==> src/rtl/mc6809_pkg.sv <==
// ---------------------------------------------------------------------------
// mc6809_pkg
// Shared definitions for the 6809 system-bus blocks.
//   arb_state_t          DMA arbiter FSM state (encoding is visible on the
//                        arbiter's debug 'state' port)
//   DMA_MAX_SAFE_CYCLES  longest DMA burst the core tolerates before its
//                        dynamic register contents are at risk
//   BURST_W/GAP_W/WAIT_W widths of the arbiter's burst, gap and wait counters
// ---------------------------------------------------------------------------
package mc6809_pkg;

    typedef enum logic [1:0] {
        ST_IDLE    = 2'd0,
        ST_REQ     = 2'd1,
        ST_GRANT   = 2'd2,
        ST_RELEASE = 2'd3
    } arb_state_t;

    localparam int DMA_MAX_SAFE_CYCLES = 14;

    localparam int BURST_W = 4;   // holds 0..14
    localparam int GAP_W   = 4;   // holds 0..15
    localparam int WAIT_W  = 8;   // holds 0..254

endpackage

==> src/rtl/mc6809_dma_arbiter.sv <==
// ---------------------------------------------------------------------------
// mc6809_dma_arbiter
// Hands the 6809 system bus to a single external DMA master for a bounded
// burst of E cycles, then gives it back to the CPU and keeps the CPU on the
// bus for a minimum gap before the next request.
//
// Everything runs on the falling edge of CLK4 (the edge the E/Q enable
// generator uses) and the FSM only moves in cycles where CE_E_FALL is high.
// All outputs are registered and hold between strobes.
//
// Ports
//   CLK4        in   system clock, logic on negedge
//   nRESET      in   synchronous active-low reset
//   CE_E_FALL   in   one-CLK4 strobe at each E falling edge
//   CE_Q_FALL   in   one-CLK4 strobe at each Q falling edge (not used)
//   BA, BS      in   core bus-available / bus-status; both high = bus granted
//   dma_req     in   level request from the DMA master
//   nDMABREQ    out  DMA bus request to the core, active-low
//   dma_gnt     out  DMA master owns the bus
//   dma_cycle   out  one-CLK4 pulse per granted E cycle
//   burst_cnt   out  E cycles used in the current/last burst
//   timeout_err out  sticky grant-timeout flag, cleared only by reset
//   state       out  FSM state for debug
// ---------------------------------------------------------------------------
module mc6809_dma_arbiter
    import mc6809_pkg::*;
#(
    parameter int MAX_BURST     = DMA_MAX_SAFE_CYCLES,  // 1..14
    parameter int MIN_GAP       = 1,                    // 0..15
    parameter int GRANT_TIMEOUT = 16                    // 2..255
) (
    input  logic       CLK4,
    input  logic       nRESET,
    input  logic       CE_E_FALL,
    input  logic       CE_Q_FALL,
    input  logic       BA,
    input  logic       BS,
    input  logic       dma_req,
    output logic       nDMABREQ,
    output logic       dma_gnt,
    output logic       dma_cycle,
    output logic [3:0] burst_cnt,
    output logic       timeout_err,
    output logic [1:0] state
);

    arb_state_t          r_state;
    logic                r_nbreq;
    logic                r_gnt;
    logic                r_cycle;
    logic [BURST_W-1:0]  r_burst;
    logic [GAP_W-1:0]    r_gap;
    logic [WAIT_W-1:0]   r_wait;
    logic                r_terr;

    arb_state_t          w_state_nxt;
    logic                w_nbreq_nxt;
    logic                w_gnt_nxt;
    logic                w_cycle_nxt;
    logic [BURST_W-1:0]  w_burst_nxt;
    logic [GAP_W-1:0]    w_gap_nxt;
    logic [WAIT_W-1:0]   w_wait_nxt;
    logic                w_terr_nxt;

    logic                w_bus_granted;
    logic [BURST_W-1:0]  w_burst_inc;
    logic                w_unused_q;

    // The Q strobe is part of the clock-enable bundle but the FSM only
    // needs E timing.
    assign w_unused_q = CE_Q_FALL;

    assign w_bus_granted = BA & BS;

    // Burst count after this strobe: only an E cycle actually used by the
    // master counts toward the burst limit.
    assign w_burst_inc = r_burst + (dma_req ? BURST_W'(1) : BURST_W'(0));

    always_comb begin
        w_state_nxt = r_state;
        w_nbreq_nxt = r_nbreq;
        w_gnt_nxt   = r_gnt;
        w_cycle_nxt = 1'b0;       // pulse: high only for the CLK4 after a strobe
        w_burst_nxt = r_burst;
        w_gap_nxt   = r_gap;
        w_wait_nxt  = r_wait;
        w_terr_nxt  = r_terr;

        if (CE_E_FALL) begin
            unique case (r_state)
                ST_IDLE: begin
                    w_nbreq_nxt = 1'b1;
                    w_gnt_nxt   = 1'b0;
                    if (r_gap != '0) begin
                        w_gap_nxt = r_gap - GAP_W'(1);
                    end else if (dma_req) begin
                        w_state_nxt = ST_REQ;
                        w_nbreq_nxt = 1'b0;
                        w_wait_nxt  = '0;
                    end
                end

                // Priority: grant, then request withdrawn, then timeout.
                ST_REQ: begin
                    if (w_bus_granted) begin
                        w_state_nxt = ST_GRANT;
                        w_gnt_nxt   = 1'b1;
                        w_burst_nxt = '0;
                    end else if (!dma_req) begin
                        w_state_nxt = ST_RELEASE;
                        w_nbreq_nxt = 1'b1;
                    end else if (r_wait == WAIT_W'(GRANT_TIMEOUT - 1)) begin
                        w_state_nxt = ST_RELEASE;
                        w_nbreq_nxt = 1'b1;
                        w_terr_nxt  = 1'b1;
                    end else begin
                        w_wait_nxt = r_wait + WAIT_W'(1);
                    end
                end

                // A request drop and the burst limit in the same strobe fall
                // into the same single release branch.
                ST_GRANT: begin
                    if (dma_req) begin
                        w_cycle_nxt = 1'b1;
                        w_burst_nxt = w_burst_inc;
                    end
                    if (!dma_req || (w_burst_inc == BURST_W'(MAX_BURST))) begin
                        w_state_nxt = ST_RELEASE;
                        w_gnt_nxt   = 1'b0;
                        w_nbreq_nxt = 1'b1;
                    end
                end

                // Wait for the core to take the bus back; no timeout here.
                ST_RELEASE: begin
                    if (!w_bus_granted) begin
                        w_state_nxt = ST_IDLE;
                        w_gap_nxt   = GAP_W'(MIN_GAP);
                    end
                end

                default: begin
                    w_state_nxt = ST_IDLE;
                end
            endcase
        end
    end

    // Reset drops the bus request immediately, even mid-burst; the core
    // reclaims the bus on its own once nDMABREQ is high.
    always_ff @(negedge CLK4) begin
        if (!nRESET) begin
            r_state <= ST_IDLE;
            r_nbreq <= 1'b1;
            r_gnt   <= 1'b0;
            r_cycle <= 1'b0;
            r_burst <= '0;
            r_gap   <= '0;
            r_wait  <= '0;
            r_terr  <= 1'b0;
        end else begin
            r_state <= w_state_nxt;
            r_nbreq <= w_nbreq_nxt;
            r_gnt   <= w_gnt_nxt;
            r_cycle <= w_cycle_nxt;
            r_burst <= w_burst_nxt;
            r_gap   <= w_gap_nxt;
            r_wait  <= w_wait_nxt;
            r_terr  <= w_terr_nxt;
        end
    end

    assign nDMABREQ    = r_nbreq;
    assign dma_gnt     = r_gnt;
    assign dma_cycle   = r_cycle;
    assign burst_cnt   = r_burst;
    assign timeout_err = r_terr;
    assign state       = r_state;

endmodule

==> config.mk <==
export PLATFORM = sky130hd
export DESIGN_NAME = mc6809_dma_arbiter
export DESIGN_NICKNAME = d
export VERILOG_FILES = /design/src/rtl/mc6809_pkg.sv /design/src/rtl/mc6809_dma_arbiter.sv
export SDC_FILE = /design/constraint.sdc
export NUM_CORES = 1
export LEC_CHECK = 0
export ABC_AREA = 1
export CAP_MARGIN = 20
export CORE_UTILIZATION = 35
export CTS_BUF_LIST = sky130_fd_sc_hd__clkbuf_16
export DETAILED_ROUTE_END_ITERATION = 16
export SETUP_SLACK_MARGIN = 0.02
export SLEW_MARGIN = 20
export SYNTH_ARGS = -nofsm -noshare
export SYNTH_HDL_FRONTEND = slang
export SYNTH_SLANG_ARGS = --single-unit
==> constraint.sdc <==
create_clock -name CLK4 -period 1.9 [get_ports CLK4]
set_input_delay 0.285 -clock CLK4 [delete_from_list [all_inputs] [get_ports CLK4]]
set_output_delay 0.285 -clock CLK4 [all_outputs]
set_load 0.1 [all_outputs]
Word-level counts from Yosys, hierarchy flattened
Index checks and enable logic that the tools add are counted.
{ "classes": {"add_sub_neg": 3, "n_mul": 0, "n_div": 0, "order_cmp": 0, "n_eq_ne": 17, "shift": 0, "muxes": 32, "n_bitwise": 2, "n_reduce_logical": 16} }
{ "ops": {"columns": ["cell", "count"], "rows": [
  ["$mux W8", 5],
  ["$ne A2 B2 Y1 const B", 10],
  ["$mux W4", 4],
  ["$pmux W4 S2", 2],
  ["$pmux W8 S2", 1],
  ["$mux W2", 7],
  ["$reduce_and A4 Y1", 3],
  ["$mux W1", 10],
  ["$reduce_and A5 Y1", 2],
  ["$add A8 B1 Y8 const B", 1],
  ["$eq A8 B4 Y1 const B", 1],
  ["$pmux W2 S4", 1],
  ["$reduce_and A7 Y1", 1],
  ["$pmux W1 S3", 2],
  ["$reduce_and A6 Y1", 1],
  ["$reduce_bool A2 Y1", 3],
  ["$add A4 B1 Y4", 1],
  ["$eq A2 B2 Y1 const B", 2],
  ["$eq A4 B4 Y1 const B", 1],
  ["$ne A4 B4 Y1 const B", 1],
  ["$reduce_bool A4 Y1", 1],
  ["$sub A4 B1 Y4 const B", 1],
  ["$ne A3 B3 Y1 const B", 1],
  ["$reduce_and A3 Y1", 1],
  ["other kinds (7)", 7]
]} }
{ "word_totals": {"register_bits": 22, "latch_bits": 0, "mem_bits_rw": 0, "rom_bits": 0, "input_bits": 7, "out_inout_bits": 10, "wordCells": 78, "n_memories": 0} }

Logic depth before layout (Yosys ltp)
{ "depth": {"depth_word": 6, "ltp_mapped": 12} }

==> impl_metrics.py <==
metrics = {
    "outcome": {
        "outcome": "finished with violations",
        "failed_checks": "negative setup slack",
    },
    "power": {
        "p_clk_share_pct": 22.7,
        "p_int_w": 0.001457,
        "seqPwrFrac_pct": 23.1,
        "p_comb_share_pct": 54.1,
        "power_leakage_nw": 1.008,
        "power_density_nw_per_um2": 1234,
        "ir_worst_vdd_mv": 0.5685,
        "power.switching_w": 0.001296,
        "p_sw_share_pct": 47.08,
    },
    "timing": {
        "clock_skew_ns": 0.009856,
        "setup_slack_ns": -0.2093,
        "slew_viol_final": 0,
        "max_slew_margin_pct": 84.55,
        "setup_viol": 17,
        "rsz0062_at_grt": "true",
        "tightest_slew_ns": 0.2301,
        "setup_tns_ns": -2.649,
        "hold_ws_ns": 0.4696,
        "timing_hold_violations_final": 0,
    },
    "global_routing": {
        "grt_pass1_vias": 1433,
        "grt_overflow_total": 0,
        "antenna_found_initial": 0,
        "grt_max_degree": 12,
        "grt_pass1_wl_microns": 5802,
        "grt_usage_pct": 17.18,
    },
    "die": {
        "initial_core_util_pct": 37.33,
        "pin_count": 17,
        "core_sq_um": 3771,
        "die_area_sq_um": 4279,
        "rows": 22,
        "fp.dieH_microns": 65.42,
        "die_w_microns": 65.42,
    },
    "worst_setup_path": {
        "crit_path_top_delay_cell": "ha_4",
        "crit_top_cell": "nand2_1",
        "path_delay_family": "adder cells",
        "rr_startpoint": "state[1]$_SDFFE_NN0P_",
        "path_max_fanout": 3,
        "worst-path-buf-inv": 1,
        "path_class": "in2reg",
        "cp-start-kind": "input pin",
        "cp.arrival_ns": 1.38,
        "crit_chain": "buf_8 > ha_4 > ha_4 > nand2_2 > nor2_1 > nand2_1 > a21oi_2 > nand2_1 > nand2_1 > nand3_1",
        "endpoint_kind": "flip-flop",
        "worstPathRequired_ns": 1.17,
        "startpoint": "dma_req",
        "crit_path_max_incr_delay_ns": 0.26,
    },
    "route": {
        "ant_nets": 0,
        "routed_wl_microns": 3520,
        "firstDrtPassIters": 4,
        "viasPerCell": 4.659,
        "post-route-drc-count": 0,
        "vias": 1477,
        "wl_per_cell_microns": 11.10,
        "first_iter_violations": 34,
    },
    "synth": {
        "netlist_area_sq_um": 1408,
        "synth_area_per_cell_sq_um": 6.735,
        "synth.mux.area_fraction_pct": 0,
        "synth_top_family_by_area": "simple AND/OR/NAND/NOR gates",
        "synth-edff-count": 0,
        "ys.flop_type": "dfxtp_1",
        "syn_nets": 224,
        "synth_top_area_share_pct": 31.29,
        "yosysUniqueCellTypes": 30,
        "synth_area_leaders": "dfxtp_1, nand2_1, inv_1",
        "synthSimpleGateAreaFrac_pct": 36.62,
        "syn_inst": 209,
        "synthArstFlopShare_pct": 0,
        "yosys_warnings": 0,
        "yosysSeqAreaShare_pct": 31.29,
        "synth_fa_ha_area_share_pct": 7.111,
        "synth-seq-cells": 22,
        "synth_xor_area_share_pct": 3.111,
        "synth_top_area_cell": "dfxtp_1",
        "synth_compound_area_share_pct": 12.36,
    },
    "flow_run": {
        "drv_cap": 0,
    },
    "cts": {
        "clk_pin_slew_ns": 0.04,
        "cts_root_buf": "clkbuf_16",
        "cts_buffer_depth": 2,
        "numClockSinks": 22,
        "cts_made_buffers": 3,
        "tritoncts": "built",
        "ctsHtreeMaxLevel": 1,
        "clkLatencyLatePin_ns": 0.34,
    },
    "min_path": {
        "min_from": "timeout_err$_SDFFE_NN0P_",
        "min_path_type": "reg2reg",
    },
    "layout": {
        "fillers": 352,
        "final_common_cell": "inv_1",
        "synthToLayoutAreaGrowth_pct": 58.58,
        "drive_gt1_share_pct": 39.03,
        "nNetsFinal": 286,
        "final_cell_mix": "inv_1, nand2_1, buf_4",
        "diodes": 0,
    },
    "place": {
        "dpl.hpwl_microns": 2397,
        "place_ws_ns": -0.9910,
        "place_congestion": 0.7780,
        "port_buffers": 15,
    },
}
tightest hold or removal path: stages (launching register included):
cell,delay [ns]
dfxtp_2,0.32
inv_1,0.05
a21oi_1,0.05
area by class of cell:
type	instances	area (sq um)	area share, %
repair buffers	37	409.1	18.33
clock buffers	3	75.07	3.363
well taps	48	60.06	2.691
multi-input cells	155	1015	45.46
flip-flops and latches	22	467.9	20.96
clock inverters	22	82.58	3.700
inverters	30	122.6	5.493
flip-flops by register name (all words and copies together), names as in the netlist:
register,count
dma_cycle,1
r_gap,4
r_wait,8
burst_cnt,4
dma_gnt,1
state,2
timeout_err,1
nDMABREQ,1
per-stage QoR:
stage	instances	total power [W]	area, sq um	util [%]
after global placement	285	0.002031	1926	51.06
after detailed placement	285	0.002044	1926	51.06
after global routing	317	0.002982	2232	59.19
after floorplan	209	0.001683	1505	-
after CTS	317	0.002787	2186	57.96
final	317	0.002753	2232	59.19
per-layer routing:
metal | wire length, microns | global-route usage [%] | vias up
met5 | 0 | 0 | -
li1 | - | - | 789
met4 | 10 | 7.337 | 0
met1 | 1624 | 22.14 | 664
met2 | 1730 | 26.16 | 22
met3 | 155 | 5.382 | 2
cell usage after synthesis, types with 2 or more instances:
master    count
xor2_1        2
nand4_1       3
nand2_2       6
a21oi_1      17
o21ai_0       5
ha_1          8
nor3_1        2
nand2_1      56
nor2_2        2
dfxtp_1      22
a21oi_2       4
clkinv_1      2
xnor2_1       3
nand3b_1      2
nand3_1      17
nor2_1       18
inv_1        27
timing repair:
action                                  in CTS  in global routing
hold buffers                                 0                  0
gates resized for setup                     34                 17
cloned                                       1                  0
endpoints found under the setup margin      32                 30
buffers inserted                             7                  2
pin swaps                                   15                 17
power by group through the flow:
stage | registers, W | clock network (W) | logic [W]
6_report | 0.000637 | 0.000625 | 0.00149
5_1_grt | 0.000648 | 0.000706 | 0.00163
4_1_cts | 0.000637 | 0.000657 | 0.00149
3_5_place_dp | 0.000654 | 0.0000738 | 0.00132
3_3_place_gp | 0.000652 | 0.0000738 | 0.00131
2_1_floorplan | 0.000783 | 0.0000738 | 0.000826
logic make-up after synthesis:
group / after synthesis
buffers and inverters: 33
adders and majority gates: 8
xor gates and xnor gates: 5
DFF: 22
AOI/OAI and AO/OA: 30
and+or+nand+nor: 111
final timing paths:
| check | to | depth (start not counted) | slack [ns] |
|---|---|---|---|
| setup / recovery | nDMABREQ$_SDFFE_NN1P_ | 10 | -0.21 |
| hold / removal | timeout_err$_SDFFE_NN0P_ | 2 | 0.47 |
| setup reg to reg | r_wait[1]$_SDFFE_NN0P_ | 10 | 0.16 |
| hold reg to reg | timeout_err$_SDFFE_NN0P_ | 2 | 0.47 |
Power figures use the tool's default switching activity.
